## config.mk

```make
export PLATFORM = sky130hd
export DESIGN_NAME = irq_source_ctrl
export DESIGN_NICKNAME = d
export VERILOG_FILES = /design/src/rtl/irq_source_ctrl.sv
export SDC_FILE = /design/constraint.sdc
export NUM_CORES = 1
export LEC_CHECK = 0
export ABC_AREA = 1
export CAP_MARGIN = 15
export CELL_PAD_IN_SITES_DETAIL_PLACEMENT = 1
export CELL_PAD_IN_SITES_GLOBAL_PLACEMENT = 1
export CORE_UTILIZATION = 42
export CTS_BUF_LIST = sky130_fd_sc_hd__clkbuf_2 sky130_fd_sc_hd__clkbuf_4 sky130_fd_sc_hd__clkbuf_8
export CTS_CLUSTER_DIAMETER = 200
export CTS_CLUSTER_SIZE = 14
export DETAILED_ROUTE_END_ITERATION = 16
export PLACE_DENSITY_LB_ADDON = 0.1
export RECOVER_POWER = 50
export SLEW_MARGIN = 20
export SYNTH_ARGS = -nofsm -noshare
export SYNTH_HDL_FRONTEND = slang
export SYNTH_SLANG_ARGS = --single-unit
```

## constraint.sdc

```tcl
create_clock -name clk -period 1.8 [get_ports clk]
set_input_delay 0.36 -clock clk [delete_from_list [all_inputs] [get_ports clk]]
set_output_delay 0.36 -clock clk [all_outputs]
set_load 0.03 [all_outputs]
```

## src/rtl/irq_source_ctrl.sv

```systemverilog
// irq_source_ctrl: synchronises and edge-detects external interrupt lines,
// latches pending requests and presents one request at a time (one-hot) to
// the CP0 exception block, tracking it through acknowledge and ERET.
//
// Ports:
//   clk, rst_n    clock (rising edge), asynchronous active-low reset
//   irq_in        raw asynchronous interrupt lines, active high
//   mask_in       per-source block bits (1 = blocked)
//   exp_block     global hold-off (CP0 Status[0])
//   has_exp       CP0 acknowledge of the presented request
//   is_eret       ERET decode, ends the service phase
//   exp_src       one-hot request to CP0 expSrc inputs (registered)
//   pending       latched pending bits
//   active_id     index of the source presented or in service
//   busy          high while a request is presented or in service
//   req_timeout   sticky flag, an acknowledge timeout has occurred
//   svc_count     per-source 16-bit service counters (IRQ_SERVICE_STATS_EN only)
//
// Optional feature macro: IRQ_SERVICE_STATS_EN.
module irq_source_ctrl #(
  parameter int unsigned NSRC        = 3,
  parameter int unsigned SYNC_STAGES = 2,
  parameter int unsigned REQ_TIMEOUT = 15
) (
  input  logic            clk,
  input  logic            rst_n,
  input  logic [NSRC-1:0] irq_in,
  input  logic [NSRC-1:0] mask_in,
  input  logic            exp_block,
  input  logic            has_exp,
  input  logic            is_eret,
  output logic [NSRC-1:0] exp_src,
  output logic [NSRC-1:0] pending,
  output logic [1:0]      active_id,
  output logic            busy,
  output logic            req_timeout
`ifdef IRQ_SERVICE_STATS_EN
  ,
  output logic [NSRC*16-1:0] svc_count
`endif
);

  localparam int unsigned CNT_W = 8;
  localparam int unsigned ID_W  = 2;

  typedef enum logic [1:0] {
    ST_IDLE = 2'd0,
    ST_REQ  = 2'd1,
    ST_SVC  = 2'd2
  } state_e;

  state_e                             state_q, state_d;
  logic [SYNC_STAGES-1:0][NSRC-1:0]   sync_q;
  logic [NSRC-1:0]                    prev_q;
  logic [NSRC-1:0]                    rise;
  logic [NSRC-1:0]                    eligible;
  logic [NSRC-1:0]                    clr;
  logic [NSRC-1:0]                    pend_q, pend_d;
  logic [NSRC-1:0]                    exp_q, exp_d;
  logic [ID_W-1:0]                    id_q, id_d, top_id;
  logic [CNT_W-1:0]                   cnt_q, cnt_d;
  logic                               to_q, to_d;
  logic                               busy_q, busy_d;

  function automatic logic [NSRC-1:0] onehot(input logic [ID_W-1:0] id);
    return NSRC'(1) << id;
  endfunction

  // Input synchroniser plus previous-value register for edge detection.
  always_ff @(posedge clk or negedge rst_n) begin
    if (!rst_n) begin
      sync_q <= '0;
      prev_q <= '0;
    end else begin
      sync_q <= {sync_q[SYNC_STAGES-2:0], irq_in};
      prev_q <= sync_q[SYNC_STAGES-1];
    end
  end

  assign rise     = sync_q[SYNC_STAGES-1] & ~prev_q;
  assign eligible = pend_q & ~mask_in & {NSRC{~exp_block}};

  // Highest eligible index wins.
  always_comb begin
    top_id = '0;
    for (int i = 0; i < NSRC; i++) begin
      if (eligible[i]) top_id = ID_W'(i);
    end
  end

  // Next-state and registered-output logic.
  always_comb begin
    state_d = state_q;
    id_d    = id_q;
    cnt_d   = cnt_q;
    to_d    = to_q;
    exp_d   = '0;
    clr     = '0;
    unique case (state_q)
      ST_IDLE: begin
        if (|eligible) begin
          state_d = ST_REQ;
          id_d    = top_id;
          cnt_d   = '0;
          exp_d   = onehot(top_id);
        end
      end
      ST_REQ: begin
        if (has_exp) begin
          clr     = onehot(id_q);
          state_d = ST_SVC;
        end else if (mask_in[id_q] || exp_block) begin
          state_d = ST_IDLE;
        end else if (cnt_q == CNT_W'(REQ_TIMEOUT)) begin
          to_d    = 1'b1;
          state_d = ST_IDLE;
        end else begin
          cnt_d = cnt_q + CNT_W'(1);
          exp_d = onehot(id_q);
        end
      end
      ST_SVC: begin
        if (is_eret) state_d = ST_IDLE;
      end
      default: state_d = ST_IDLE;
    endcase
    busy_d = (state_d != ST_IDLE);
    // A new edge on the source being acknowledged keeps it pending.
    pend_d = (pend_q & ~clr) | rise;
  end

  always_ff @(posedge clk or negedge rst_n) begin
    if (!rst_n) begin
      state_q <= ST_IDLE;
      pend_q  <= '0;
      exp_q   <= '0;
      id_q    <= '0;
      cnt_q   <= '0;
      to_q    <= 1'b0;
      busy_q  <= 1'b0;
    end else begin
      state_q <= state_d;
      pend_q  <= pend_d;
      exp_q   <= exp_d;
      id_q    <= id_d;
      cnt_q   <= cnt_d;
      to_q    <= to_d;
      busy_q  <= busy_d;
    end
  end

  assign exp_src     = exp_q;
  assign pending     = pend_q;
  assign active_id   = id_q;
  assign busy        = busy_q;
  assign req_timeout = to_q;

`ifdef IRQ_SERVICE_STATS_EN
  logic [NSRC-1:0][15:0] svc_q;

  // Saturating per-source count of REQ->SERVICE transitions.
  always_ff @(posedge clk or negedge rst_n) begin
    if (!rst_n) begin
      svc_q <= '0;
    end else begin
      for (int i = 0; i < NSRC; i++) begin
        if (clr[i] && (svc_q[i] != 16'hFFFF)) svc_q[i] <= svc_q[i] + 16'd1;
      end
    end
  end

  assign svc_count = svc_q;
`endif

endmodule
```

==> summary.txt <==
Outcome
  • Status: finished clean

Synth
  • Cell with the most instances after synthesis: nand2_1
  • Ranking of synthesized cells by area: dfrtp_1, nand2_1, nand3_2, nor2_1, inv_1
  • Synth Warn #: 0
  • Post-synth top cells: nand2_1, dfrtp_1, nor2_1
  • Post-Syn Instances: ~150
  • Register area share after synthesis: 53.2%
  • Synthesis-stage register bit count: 29
  • Mapped cell area: approximately 1400 sq um
  • Syn nets: between 150 and 200
  • Post-synth EDFFs: 0
  • Distinct cell type count after synthesis: 25
  • Async S/R FF share, synth: 100%
  • Area share of the leading cell type in the synthesized netlist: ~53%
  • Top_reg_cell synth: dfrtp_1
  • Syn_area_per_cell: approximately 9 sq um
  • Cell taking the most area after synthesis: dfrtp_1

Placed design
  • Global placer's final weighted congestion: slightly above 0.8
  • IO buf count: 20
  • Hpwl dp: ~2.3 mm
  • Area after DPL: roughly 1600 sq um
  • Dpl cells: 213

Global route
  • Largest net degree at the start of global routing: 30
  • Overflow after GRT: 0
  • Vias in the first global route: between 1,000 and 1,500
  • Met2 Use GR: between 30% and 40%
  • Most Crowded Layer GR: met2
  • Met1 GRT Util: between 20% and 30%
  • First-pass GRT wire length: ~5.1 mm
  • Initial antenna violation count: 0
  • Tot GR Track Use: around a fifth
  • GR Layer Usage met3: between 6 and 7%

Detailed routing
  • Post-route ant nets: 0
  • Via count: between 1,000 and 1,500
  • Final wirelength: 3.06 mm
  • # DRC: 0
  • DR pass1 iterations: 2
  • Initial DRC Count: 27
  • Vias per inst: 4.91
  • WL/cell: roughly 14 microns

Worst setup path
  • Cell at the slowest stage of the critical path: clkdlybuf4s50_1
  • Worst R2R Path Depth: 8
  • Worst path max stage delay: approximately 670 ps
  • WS Path Type: reg -> out
  • R2R Path Start: cnt_q[0]$_DFFE_PN0P_
  • CP arrival: 1370 ps
  • CP startpoint kind: flip-flop
  • CP required: ~1400 ps
  • Worst r2r dst: cnt_q[5]$_DFFE_PN0P_
  • CP bufs+invs: 1
  • Crit path from: pending[0]$_DFF_PN0_
  • CP Cell Sequence: clkdlybuf4s50_1
  • Max FO, Critical Path: 3
  • Setup crit end kind: primary output
  • Delay-heaviest family, CP: buffers and inverters
  • R2R setup slack: 260 ps

Clock tree
  • H-tree depth: 2
  • # Post-CTS Setup Buffers: 0
  • Hold_buf cts: 0
  • Skew-Pair Late Insertion Delay: about 330 ps
  • Clock sink count: 29
  • CTS tree: built
  • CTS root buffer: clkbuf_4
  • Register clock-pin slew on the reported worst setup and hold paths: about 80 ps
  • Inserted Clock Buffers: 5
  • CTS resizes: 4
  • Clock Tree Buf Depth: 2

Power and ir drop
  • Pleak: approximately 0.8 nW
  • Power per cell area: 1330 nW/um^2
  • VDD IR max: 0.572 mV
  • Pwr Total: around 0.0023 W

STA
  • Final Cycle Share: between 90 and 100%
  • Max-slew headroom: roughly 53%
  • Worst hold margin: approximately 360 ps
  • Clock skew: about 6.1 ps
  • Fmax: 579 MHz
  • Tmin final: 1730 ps
  • Final setup violation count: 0
  • Hold Vio Cnt, Final: 0
  • Setup TNS: 0 ps
  • Final Slew Violations: 0
  • RSZ-0062 raised after global routing: no
  • Least-Margin Pin Slew: about 710 ps

Floorplan
  • Core ar.: a little over 3000 sq um
  • Number of I/O pins: 21
  • Row Count: 20
  • Die area: around 3500 sq um
  • Initial Utilization: between 40% and 50%
  • Die W: approximately 59 microns
  • Height of the die: between 50 and 60 microns

Final layout
  • Share of cells above drive strength 1: a little under a fifth
  • Area growth from synthesis to layout: 24.7%
  • Final Cell Area: ~1700 sq um
  • Post-Layout Cell Count: 221
  • Final net count: between 150 and 200
  • Layout fillers: 374
  • Antenna diode count: 0

Hold path
  • Hold Startpoint: sync_q[2]$_DFF_PN0_
  • Worst hold stages: 0
  • HP Class: reg -> reg
  • Worst Hold Path EP: sync_q[5]$_DFF_PN0_

Job
  • Maxcap violations: 0
==> routing by layer <==
layer / vias to the layer above / part of all wire (%)
li1: 528 / -
met1: 532 / 46
met2: 17 / 49
met3: 8 / 3.3
met4: 0 / 1.6
met5: - / 0
==> placed cells by master, fill, tap and decap left out, types with 2 or more instances in the layout <==
cell type / n
buf_4: 2
clkbuf_4: 6
clkdlybuf4s50_1: 12
dfrtp_1: 29
dlygate4sd2_1: 4
dlygate4sd3_1: 4
inv_1: 13
inv_2: 5
nand2_1: 39
nand3_1: 8
nand3_2: 9
nor2_1: 14
nor2_2: 2
nor2_4: 2
o21ai_0: 8
o21ai_1: 4
==> worst max path at each step <==
stage | end | slack [ps] | cells past startpoint
after global routing | req_timeout | 30 | 1
after floorplan | cnt_q[7]$_DFFE_PN0P_ | 420 | 8
final | pending[0] | 70 | 1
after global placement | cnt_q[2]$_DFFE_PN0P_ | 50 | 10
after detailed placement | cnt_q[5]$_DFFE_PN0P_ | 5 | 10
after CTS | pending[0] | 50 | 1
==> kinds of logic (layout without fill, tap and decap cells) <==
group / count (synthesis) / count (layout) / share of synthesized area (%)
AOI/OAI and AO/OA: 15 / 15 / 6.15
xor gates and xnor gates: 2 / 2 / 1.28
DFF: 29 / 29 / 53.2
buffers and inverters: 21 / 50 / 8.07
and+or+nand+nor: 80 / 80 / 30.4
adders and majority gates: 1 / 1 / 0.917
==> flip-flops by register name, indices dropped and copies added, names as in the netlist <==
| name | count |
|---|---|
| active_id | 2 |
| exp_src | 3 |
| busy | 1 |
| prev_q | 3 |
| pending | 3 |
| cnt_q | 8 |
| sync_q | 6 |
| req_timeout | 1 |
| state_q | 2 |
==> report_power, final <==
| group | leakage [nW] | internal (W) | switching [W] |
|---|---|---|---|
| logic | 0.411 | 0.000281 | 0.000543 |
| clock network | 0.0489 | 0.000347 | 0.000226 |
| registers | 0.360 | 0.000770 | 0.0000985 |
==> through the flow <==
step,utilization (%),setup slack [ps]
finish,55.2,73.4
global route,55.2,27.5
CTS,55.3,51.7
detailed placement,52.6,5.24
global placement,52.6,49.6
floorplan,-,419
==> cell type report <==
| cell class | instances | area (sq um) | share of cell area, % |
|---|---|---|---|
| Sequential cell | 29 | 726 | 42.7 |
| Multi-Input combinational cell | 98 | 528 | 31.1 |
| Inverter | 18 | 67.6 | 3.97 |
| Timing Repair Buffer | 24 | 235 | 13.8 |
| Clock buffer | 7 | 58.8 | 3.46 |
| Clock inverter | 1 | 30.0 | 1.77 |
| Tap cell | 44 | 55.1 | 3.24 |
==> worst register-to-register path, cell delays in order, from the launching register on <==
cell	delay, ps
dfrtp_1	440
ha_1	270
nand3_2	120
nor2_2	60
nor2_2	120
nand3_4	120
buf_12	170
nand3_2	60
nand2_1	70
No activity file was read; power rests on OpenSTA's default activity.
==> patch 1, RTL diff (config.mk and constraints unchanged) <==
Add an input register stage for `irq_in`, `mask_in`, `exp_block`, `has_exp` and `is_eret`, cleared by the reset; this delays them by one clock.
--- a/src/rtl/irq_source_ctrl.sv
+++ b/src/rtl/irq_source_ctrl.sv
@@ -50,4 +50,26 @@
   } state_e;
 
+  logic [NSRC-1:0] irq_q;
+  logic [NSRC-1:0] mask_q;
+  logic exp_block_q;
+  logic has_exp_q;
+  logic is_eret_q;
+
+  always_ff @(posedge clk or negedge rst_n) begin
+    if (!rst_n) begin
+      irq_q       <= '0;
+      mask_q      <= '0;
+      exp_block_q <= '0;
+      has_exp_q   <= '0;
+      is_eret_q   <= '0;
+    end else begin
+      irq_q       <= irq_in;
+      mask_q      <= mask_in;
+      exp_block_q <= exp_block;
+      has_exp_q   <= has_exp;
+      is_eret_q   <= is_eret;
+    end
+  end
+
   state_e                             state_q, state_d;
   logic [SYNC_STAGES-1:0][NSRC-1:0]   sync_q;
@@ -73,5 +95,5 @@
       prev_q <= '0;
     end else begin
-      sync_q <= {sync_q[SYNC_STAGES-2:0], irq_in};
+      sync_q <= {sync_q[SYNC_STAGES-2:0], irq_q};
       prev_q <= sync_q[SYNC_STAGES-1];
     end
@@ -79,5 +101,5 @@
 
   assign rise     = sync_q[SYNC_STAGES-1] & ~prev_q;
-  assign eligible = pend_q & ~mask_in & {NSRC{~exp_block}};
+  assign eligible = pend_q & ~mask_q & {NSRC{~exp_block_q}};
 
   // Highest eligible index wins.
@@ -107,8 +129,8 @@
       end
       ST_REQ: begin
-        if (has_exp) begin
+        if (has_exp_q) begin
           clr     = onehot(id_q);
           state_d = ST_SVC;
-        end else if (mask_in[id_q] || exp_block) begin
+        end else if (mask_q[id_q] || exp_block_q) begin
           state_d = ST_IDLE;
         end else if (cnt_q == CNT_W'(REQ_TIMEOUT)) begin
@@ -121,5 +143,5 @@
       end
       ST_SVC: begin
-        if (is_eret) state_d = ST_IDLE;
+        if (is_eret_q) state_d = ST_IDLE;
       end
       default: state_d = ST_IDLE;
Check against the original RTL: not equivalent (a bounded check fails within 4 cycles, from zero or initial values and one cycle with rst_n low).
==> patch 1 against the unedited design <==
Setup slack worse by 1.1 ps; wire length is 5.9% higher; sequential power is 24% higher; highest routed layer unchanged; area after synthesis is 11% higher; sequential cell count is 9 higher; power is 9.8% higher; cell area is 9.4% higher; global-route usage is 0.35 points lower; critical path type unchanged.
==> patch 1: results (changes against the unedited design) <==
| Metric | Value |
|---|---|
| DR vias | `1103 (was 1085)` |
| Max VDD drop | `0.749 mV (was 0.572 mV)` |
| Routed len/inst | `14.0 microns (was 13.8 microns)` |
| Worst setup startpoint | `busy (was pending[0])` |
| Grt met1 use | `26.0% (was 26.9%)` |
| M1 wire length | `1400 microns (was 1410 microns)` |
| First-pass GRT wire length | `5350 microns (was 5060 microns)` |
| Vias in the first global route | `1156 (was 1069)` |
| # nets final | `196 (was 188)` |
| Run status | `finished clean (unchanged)` |
| Synth cell count leaders | `nand2_1, dfrtp_1, inv_1 (was nand2_1, dfrtp_1, nor2_1)` |
| Pleak | `0.965 nW (was 0.820 nW)` |
| Register area share after synthesis | `62.8% (was 53.2%)` |
| Tot GR Track Use | `20.5% (was 20.8%)` |
| Setup Skew | `5.48 ps (was 6.15 ps)` |
| Ranking of synthesized cells by area | `dfrtp_1, nand2_1, inv_1 (was dfrtp_1, nand2_1, nand3_2)` |
| Syn_nets | `170 (was 160)` |
| Pre-CTS setup slack | `292 ps (was 5.24 ps)` |
| DRT Pass-1 Iters | `4 (was 2)` |
| Largest net degree at the start of global routing | `39 (was 30)` |
| Metal3 WL | `130 microns (was 101 microns)` |
| Rel. slew slack | `40.2% (was 52.8%)` |
| GR Util met3 | `6.42% (was 6.55%)` |
| Global placement routability congestion | `0.815 (was 0.810)` |
| Detailed placement HPWL | `2320 microns (was 2340 microns)` |
| Cell area after synthesis | `1520 sq um (was 1360 sq um)` |
| Placed insts | `223 (was 213)` |
| Worst-path fanout max | `1 (was 3)` |
| # fillers | `392 (was 374)` |
| Reg2Reg Depth | `7 (was 8)` |
| Count of different cell masters after synthesis | `17 (was 25)` |
patch 1: worst paths after layout:
kind	endpoint	slack [ps]
max reg2reg	cnt_q[1]	240
min	exp_src[1]	210
min in group clk	sync_q[5]	370
max in group asynchronous	busy	1040
max	busy	70
min reg2reg	sync_q[5]	370
patch 1: cell type report:
class | instances | area share, %
timing repair buffer | 21 | 10.8
multi-input combinational | 96 | 24.9
clock inverter | 3 | 3.70
tap | 46 | 3.09
sequential | 38 | 51.1
inverter | 22 | 4.44
clock buffer | 5 | 2.02
patch 1: report_power, final:
part	switching, mW	internal (mW)	total [mW]
sequential	0.0983	0.980	1.08
combinational	0.461	0.220	0.681
clock	0.294	0.434	0.728
total	0.853	1.63	2.49
patch 1: kinds of logic (layout without fill, tap and decap cells):
logic type,Yosys count,after routing,synth area share (%)
simple gates,77,77,22.6
flops,38,38,62.8
buf+inv,24,51,6.69
compound gates,14,14,4.79
xor+xnor,4,4,2.31
fa+ha+maj,1,1,0.826
==> patch 2, RTL diff (same settings) <==
Made on the original files. `SYNC_STAGES`: 2 -> 4.
--- a/src/rtl/irq_source_ctrl.sv
+++ b/src/rtl/irq_source_ctrl.sv
@@ -20,5 +20,5 @@
 module irq_source_ctrl #(
   parameter int unsigned NSRC        = 3,
-  parameter int unsigned SYNC_STAGES = 2,
+  parameter int unsigned SYNC_STAGES = 4,
   parameter int unsigned REQ_TIMEOUT = 15
 ) (
Function: changed (a bounded check fails within 4 cycles, from zero or initial values and one cycle with rst_n low).
==> patch 2 against the unedited design <==
Die area up 5.4%; combinational power down 14%; power up 1.3%; clock skew down 0.70 ps; area after synthesis up 5.6%; sequential cell count up 6; cell area up 4.2%; setup slack about the same; core utilization up 0.95 points; wire length up 0.79%; largest power group unchanged.
==> patch 2: results (changes against the unedited design) <==
| Metric | Value |
|---|---|
| Final non-filler cell total | `227 (was 221)` |
| Register clock-pin slew on the reported worst setup and hold paths | `110 ps (was 80 ps)` |
| Placed insts | `219 (was 213)` |
| Pleak | `0.906 nW (was 0.820 nW)` |
| Pre-CTS setup slack | `66.2 ps (was 5.24 ps)` |
| Area share of fa/ha/maj cells after synthesis | `0.869% (was 0.917%)` |
| DR vias | `1107 (was 1085)` |
| # nets final | `194 (was 188)` |
| Grt met1 use | `24.5% (was 26.9%)` |
| Vias in the first global route | `1194 (was 1069)` |
| Synth cell count leaders | `nand2_1, dfrtp_1, inv_1 (was nand2_1, dfrtp_1, nor2_1)` |
| Max VDD drop | `0.742 mV (was 0.572 mV)` |
| Area after DPL | `1690 sq um (was 1620 sq um)` |
| Setup Skew | `5.45 ps (was 6.15 ps)` |
| First-pass GRT wire length | `5350 microns (was 5060 microns)` |
| Met2 wire len | `1550 microns (was 1490 microns)` |
| Largest regs | `sync_q x12, cnt_q x8 (was cnt_q x8, sync_q x6)` |
| Largest net degree at the start of global routing | `36 (was 30)` |
| Met2 Use GR | `35.6% (was 32.6%)` |
| Ranking of synthesized cells by area | `dfrtp_1, nand2_1, inv_1 (was dfrtp_1, nand2_1, nand3_2)` |
| Share of cells above drive strength 1 | `8.20% (was 18.6%)` |
| Metal3 WL | `104 microns (was 101 microns)` |
| Syn_nets | `167 (was 160)` |
| XOR/XNOR Fraction of Synth Area | `2.43% (was 1.28%)` |
| Tot GR Track Use | `20.6% (was 20.8%)` |
| Final WL | `3080 microns (was 3060 microns)` |
| Run status | `finished clean (unchanged)` |
| Count of different cell masters after synthesis | `17 (was 25)` |
patch 2: power breakdown:
group          total [mW]  internal (mW)  switching [mW]
Clock               0.581          0.299           0.282
Sequential           1.00          0.911          0.0935
Combinational       0.708          0.238           0.470
patch 2: worst paths after layout:
path | startpoint | cells after the start | endpoint | slack (ps)
worst max-delay path | req_timeout | 1 | req_timeout | 70
worst min-delay path | sync_q[0] | 0 | sync_q[3] | 360
worst max register to register | cnt_q[0] | 6 | exp_src[0] | 200
worst min register to register | sync_q[0] | 0 | sync_q[3] | 360
max in group asynchronous | rst_n | 2 | req_timeout | 630
min in group asynchronous | rst_n | 2 | exp_src[1] | 640
patch 2: cell type report:
cell class / count / area [sq um]
Clock buffer: 5 / 37.5
Clock inverter: 3 / 47.5
Fill cell: 388 / 1380
Inverter: 22 / 82.6
Multi-Input combinational cell: 96 / 463
Sequential cell: 35 / 876
Tap cell: 44 / 55.1
Timing Repair Buffer: 22 / 210
